## src/rtl/aes_pkg.sv

```systemverilog
// Shared Rijndael ShiftRows helpers: legal state widths, row offsets and
// column/byte index arithmetic used by the column-serial datapath.
package aes_pkg;

    localparam int COL_W  = 32;
    localparam int BYTE_W = 8;
    localparam int ROWS   = 4;

    function automatic bit nb_legal(input int nb);
        return (nb == 4) || (nb == 6) || (nb == 8);
    endfunction

    // Row offset C_r; 256-bit states skip offset 2 on the lower rows.
    function automatic int shift_offset(input int nb, input int r);
        if (nb == 8 && r >= 2) begin
            return r + 1;
        end
        return r;
    endfunction

    function automatic int src_col(input int nb, input int c, input int r, input bit inv);
        if (inv) begin
            return (c - shift_offset(nb, r) + nb) % nb;
        end
        return (c + shift_offset(nb, r)) % nb;
    endfunction

    function automatic int byte_idx(input int c, input int r);
        return ROWS * c + r;
    endfunction

endpackage

```

## src/rtl/shift_rows_perm.sv

```systemverilog
// Combinational ShiftRows / InvShiftRows byte permutation over a full state.
// Every output byte is a two-way mux between its forward and inverse source.
module shift_rows_perm
    import aes_pkg::*;
#(
    parameter int NB = 4
) (
    input  logic [32*NB-1:0] state_in,
    input  logic             inv,
    output logic [32*NB-1:0] state_out
);

    for (genvar c = 0; c < NB; c++) begin : g_col
        for (genvar r = 0; r < ROWS; r++) begin : g_row
            localparam int DST = byte_idx(c, r);
            localparam int FWD = byte_idx(src_col(NB, c, r, 1'b0), r);
            localparam int INV = byte_idx(src_col(NB, c, r, 1'b1), r);

            assign state_out[BYTE_W*DST +: BYTE_W] = inv ? state_in[BYTE_W*INV +: BYTE_W]
                                                         : state_in[BYTE_W*FWD +: BYTE_W];
        end
    end

endmodule

```

## src/rtl/shift_rows_stream.sv

```systemverilog
// Column-serial ShiftRows stage: collects NB column beats, permutes on the
// final beat and holds the shifted state in a registered output buffer.
module shift_rows_stream
    import aes_pkg::*;
#(
    parameter int NB = 4
) (
    input  logic             clk,
    input  logic             rst,
    input  logic             flush,
    input  logic             in_valid,
    output logic             in_ready,
    input  logic [31:0]      in_data,
    input  logic             in_inv,
    output logic             out_valid,
    input  logic             out_ready,
    output logic [32*NB-1:0] out_data,
    output logic             out_inv
);

    localparam int CW = $clog2(NB);
    localparam logic [CW-1:0] LAST_COL = CW'(NB - 1);

    if (!nb_legal(NB)) begin : g_nb_check
        $error("shift_rows_stream: NB must be 4, 6 or 8");
    end

    logic [CW-1:0]           col_cnt;
    logic [32*(NB-1)-1:0]    collect;
    logic                    mode;
    logic                    last_beat;
    logic                    accept;
    logic                    final_accept;
    logic [32*NB-1:0]        state_full;
    logic [32*NB-1:0]        state_next;

    assign last_beat = (col_cnt == LAST_COL);

    // Only the final beat waits for the output buffer to free up.
    assign in_ready     = ~last_beat | ~out_valid | out_ready;
    assign accept       = in_valid & in_ready & ~flush;
    assign final_accept = accept & last_beat;

    // Final column comes straight from the bus so the state lands in one cycle.
    assign state_full = {in_data, collect};

    shift_rows_perm #(
        .NB(NB)
    ) u_perm (
        .state_in (state_full),
        .inv      (mode),
        .state_out(state_next)
    );

    always_ff @(posedge clk or posedge rst) begin
        if (rst) begin
            col_cnt <= '0;
            collect <= '0;
            mode    <= 1'b0;
        end else if (flush) begin
            col_cnt <= '0;
        end else if (accept) begin
            if (last_beat) begin
                col_cnt <= '0;
            end else begin
                col_cnt <= col_cnt + 1'b1;
                for (int k = 0; k < NB - 1; k++) begin
                    if (col_cnt == CW'(k)) begin
                        collect[32*k +: 32] <= in_data;
                    end
                end
                if (col_cnt == '0) begin
                    mode <= in_inv;
                end
            end
        end
    end

    always_ff @(posedge clk or posedge rst) begin
        if (rst) begin
            out_valid <= 1'b0;
            out_data  <= '0;
            out_inv   <= 1'b0;
        end else if (final_accept) begin
            out_valid <= 1'b1;
            out_data  <= state_next;
            out_inv   <= mode;
        end else if (out_ready) begin
            out_valid <= 1'b0;
        end
    end

endmodule

```

## config.mk

```make
export PLATFORM = sky130hd
export DESIGN_NAME = shift_rows_stream
export DESIGN_NICKNAME = d
export VERILOG_FILES = /design/src/rtl/aes_pkg.sv /design/src/rtl/shift_rows_perm.sv /design/src/rtl/shift_rows_stream.sv
export SDC_FILE = /design/constraint.sdc
export NUM_CORES = 1
export LEC_CHECK = 0
export BUFFER_PORTS_ARGS = -buffer_cell sky130_fd_sc_hd__buf_4
export CORE_MARGIN = 3
export CORE_UTILIZATION = 34
export CTS_CLUSTER_SIZE = 25
export DETAILED_ROUTE_END_ITERATION = 10
export GPL_TIMING_DRIVEN = 0
export PLACE_DENSITY = 0.61
export SLEW_MARGIN = 20
export SYNTH_ARGS = -nofsm -noshare
export SYNTH_HDL_FRONTEND = slang
export SYNTH_HIERARCHICAL = 1
export SYNTH_SLANG_ARGS = --single-unit
```

## constraint.sdc

```tcl
create_clock -name clk -period 6.5 [get_ports clk]
set_clock_uncertainty 0.2 [all_clocks]
set_input_delay 0.65 -clock clk [delete_from_list [all_inputs] [get_ports clk]]
set_output_delay 0.65 -clock clk [all_outputs]
set_load 0.005 [all_outputs]
```

== Word-level counts from Yosys, hierarchy flattened ==
Cells that the tools add are included.
Cells by class
  equal/unequal tests: 3
  add/subtract/negate cells: 1
  bitwise operators: 8
  reductions and logical operators: 6
  multiplexer cells: 13
Operators by type and width (count)
  $mux W8: 8
  $reduce_and A4 Y1: 3
  $mux W2: 3
  $eq A2 B2 Y1 const B: 2
  $reduce_bool A2 Y1: 2
  $and A1 B1 Y1: 3
  $not A1 Y1: 3
  $add A2 B1 Y2 const B: 1
  $eq A2 B1 Y1 const B: 1
  $logic_not A2 Y1: 1
  $mux W1: 2
  $or A1 B1 Y1: 2
Storage, ports and cells
  input port bits: 38
  word-level logic and storage cells: 39
  register bits: 229

== Logic depth before layout (Yosys ltp) ==
  depth in word-level cells: 8
  mapped depth: 6
  gate-level depth less buffers: 4

== Hierarchy ==
The synthesis kept the hierarchy.
Modules (own cells, without submodules)
  shift_rows_stream: instances 1, cells an instance 504, area each 9411.5 µm², sequential area each 5730.5 µm²
  shift_rows_perm: instances 1, cells an instance 135, area each 1557.7 µm², sequential area each 0.0 µm²

== Least setup slack after synthesis ==
OpenSTA, ideal clock, no wires.
  path kind: input to register
  from: input out_ready
  to: register out_data[0]
  slack: 4.573 ns
  cell stages on the path: 5
  arrival time: 1.602 ns
  cell sequence: nand2b_1 nand4b_1 buf_4 buf_6 mux2_4
Between the ends
  longest elaborated chain between the ends: 4
Ends and longest elaborated chain
  start: declaration: RTL line shift_rows_stream.sv:16  | input logic out_ready,
  $or A1 B1 Y1: RTL line shift_rows_stream.sv:40  | assign in_ready = ~last_beat | ~out_valid | out_ready;
  $and A1 B1 Y1 (2 in a row): RTL line shift_rows_stream.sv:41  | assign accept = in_valid & in_ready & ~flush;
  $and A1 B1 Y1: RTL line shift_rows_stream.sv:42  | assign final_accept = accept & last_beat;
  end signal: assignment: RTL line shift_rows_stream.sv:86  | out_data <= state_next;
  end: declaration: RTL line shift_rows_stream.sv:17  | output logic [32*NB-1:0] out_data,
No other way between the ends.
A chain may end at the register's enable or synchronous reset.

== Final worst setup path ==
  from: register col_cnt[1]
  to: output in_ready
Between the ends
  longest elaborated chain between the ends: 4
Ends and longest elaborated chain
  start: declaration: RTL line shift_rows_stream.sv:28  | logic [CW-1:0] col_cnt;
  start signal: assignment: RTL line shift_rows_stream.sv:66  | col_cnt <= col_cnt + 1'b1;
  $eq A2 B2 Y1: RTL line shift_rows_stream.sv:37  | assign last_beat = (col_cnt == LAST_COL);
  $not A1 Y1 (no source line)
  $or A1 B1 Y1 (2 in a row): RTL line shift_rows_stream.sv:40
  end: declaration: RTL line shift_rows_stream.sv:12  | output logic in_ready,
No other way between the ends.

==> flow_summary_export.csv <==
group,metric,value,unit
sta,worstMarginPinSlew,638,ps
finish,antennaDiodeCount,0,
power_and_ir_drop,p_leak,7.22,nW
cts,cts_setup_buffers,0,
grt,antenna_found_initial,0,
cts,clk_latency,530,ps
cts,cts_resized,0,
floorplanning,pin_count,169,
sta,post-route-period-util,34.9,%
placed_design,hpwl,16300,um
synth,synthCells,639,
sta,maxSlewHeadroom,57.3,%
sta,drv_slew,0,
route,viasPerCell,4.45,
cts,cts-root-buf,"clkbuf_16",
route,drt_first_pass_iters,4,
setup_path,endpoint_kind,"primary output",
grt,grt-ovfl-total,0,
finish,design_area,13800,um^2
setup_path,arrival,1420,ps
floorplanning,dieHeight,186,um
finish,final_cells,1264,
floorplanning,num_rows,65,
grt,grt_pass1_wl,37000,um
placed_design,io_buffers,168,
synth,ys_types,22,
setup_path,startpoint_type,"flip-flop",
floorplanning,die_area,34500,um^2
finish,syn_to_final_growth,25.6,%
route,drc,0,
route,wl_met2,10500,um
placed_design,place_area,12900,um^2
route,drt_iter0_drc,247,
power_and_ir_drop,powerDensity,348,nW/um^2
route,wirelength,24000,um
floorplanning,initial_core_util,34.7,%
status,status,"completed",
finish,fin_nets,885,
placed_design,gp_congestion,0.691,
floorplanning,fp.dieW,186,um
cts,clk_pin_slew,60,ps
cts,ctsLongestPathBuffers,3,
sta,hold_viol,0,
flow_run,drv_cap,0,
synth,syn_area_per_cell,17.2,um^2
floorplanning,core_area,31600,um^2
grt,grt_max_degree,33,
cts,cts_tree,"yes",
finish,drive_gt1_share,68.8,%
setup_path,rr_startpoint,"col_cnt[1]$_DFFE_PP0P_",
route,wl_met3,1690,um
sta,rsz0062_at_grt,"false",
sta,setup_viol,0,
power_and_ir_drop,ir_drop,0.000180,V
synth,seq_area_frac_synth,52.2,%
route,ant_nets,0,
synth,syn_nets,681,
sta,fmax,441,MHz
sta,setup_tns,0,ps
sta,fin_crit,2270,ps
placed_design,dp.cells,1217,
synth,synthesis.area,11000,um^2
grt,grt_usage,13.9,%
synth,yosysWarningCount,6,
setup_path,crit_type,"reg -> out",
route,dr.max_layer_used,"met4",
cts,cts_buffers,26,
setup_path,required,5650,ps
finish,utilization,43.5,%
setup_path,setup.worst_path.start,"col_cnt[1]$_DFFE_PP0P_",
hold_path,hold_path_class,"in -> async",
setup_path,crit_path_max_fanout,5,
cts,cts.sinks,229,
cts,hold_buffers,0,
route,vias,5623,
cts,cts.htree.levels,1,
route,met1_length,11400,um
grt,grt_pass1_vias,5861,
route,routedWlPerCell,19.0,um
synth,ys_seq_elements,229,
Yosys cell counts:
| cell type | number | share of area [%] |
|---|---|---|
| mux2_1 | 10 | 1.0 |
| nand3_1 | 1 | 0.046 |
| buf_6 | 12 | 1.2 |
| nand4b_1 | 1 | 0.080 |
| o31ai_1 | 1 | 0.068 |
| and2_1 | 3 | 0.17 |
| nor2_1 | 1 | 0.034 |
| nor3b_2 | 1 | 0.11 |
| a21boi_0 | 1 | 0.068 |
| buf_4 | 67 | 4.6 |
| dfrtp_1 | 229 | 52 |
| inv_1 | 3 | 0.10 |
| buf_12 | 6 | 1.1 |
| mux2_2 | 41 | 4.2 |
| buf_2 | 3 | 0.14 |
| mux2_4 | 239 | 33 |
| mux2i_1 | 1 | 0.091 |
| ha_1 | 4 | 0.46 |
| nand2b_1 | 3 | 0.17 |
| nand2_1 | 2 | 0.068 |
| nor2b_1 | 1 | 0.057 |
| buf_8 | 9 | 1.2 |
flip-flops by register name (all words and copies together), names as in the netlist:
name / flops
out_data: 128
out_valid: 1
collect: 96
col_cnt: 2
mode: 1
out_inv: 1
layout make-up:
cell class                 count  area, um^2
fill                        2835       17900
sequential                   229        5730
multi-input combinational    310        4320
timing repair buffer         176        1440
buffer                        97         908
clock buffer                  44         820
tap                          402         503
clock inverter                 3        40.0
inverter                       3        15.0
path summary, 6_finish.rpt:
path	to	slack, ps	depth (start not counted)
max in group asynchronous	collect[18]$_DFFE_PP0P_	4670	7
min in group clk	col_cnt[0]$_DFFE_PP0P_	160	2
max	in_ready	4230	3
min reg2reg	collect[1]$_DFFE_PP0P_	290	1
max reg2reg	collect[68]$_DFFE_PP0P_	4410	6
min	out_data[98]$_DFFE_PP0P_	20	2
where the power goes:
part           switching, W  total (W)  internal, W  leakage, nW
clock              0.000575    0.00146     0.000890        0.423
combinational      0.000378    0.00135     0.000971         3.81
sequential         0.000219    0.00198      0.00176         2.98
total               0.00117    0.00479      0.00362         7.22
routing by layer:
| metal | vias to the layer above | global-route usage (%) |
|---|---|---|
| li1 | 2581 | - |
| met5 | - | 0 |
| met3 | 25 | 4.18 |
| met4 | 0 | 2.59 |
| met1 | 2879 | 20.0 |
| met2 | 138 | 21.1 |
critical path, stage by stage, from the launching register on:
cell and delay [ps]:
dfrtp_1 400, ha_1 270, nand2_1 80, buf_4 150
metrics by stage:
| step | total power (W) | setup slack, ps | hold WS, ps |
|---|---|---|---|
| global placement | 0.00334 | 1030 | 271 |
| floorplan | 0.00292 | 2660 | 259 |
| finish | 0.00479 | 4230 | 22.0 |
| global route | 0.00506 | 4130 | 39.8 |
| detailed placement | 0.00338 | 4020 | 277 |
| CTS | 0.00488 | 4190 | 10.9 |
layout by cell type, fill, tap and decap left out, types with 2 or more instances in the layout:
cell and count:
clkbuf_16 27, buf_2 3, buf_16 2, clkbuf_8 8, nand2b_1 3, mux2_2 41
buf_8 9, ha_1 4, dfrtp_1 229, buf_6 12, clkbuf_1 9, mux2_4 239
buf_4 235, inv_1 2, mux2_1 10, buf_12 12, and2_1 3, nand2_1 2
clkinv_2 2
cell families (layout without fill, tap and decap cells):
group                    after synthesis  count (layout)  share of synthesized area [%]
adder cells (fa/ha/maj)                4               4                          0.456
buffers and inverters                100             323                           8.38
AO/OA/AOI/OAI                          2               2                          0.137
flip-flops                           229             229                           52.2
multiplexers                         291             291                           38.0
AND/OR/NAND/NOR                       13              13                          0.741
Power figures use the tool's default switching activity.
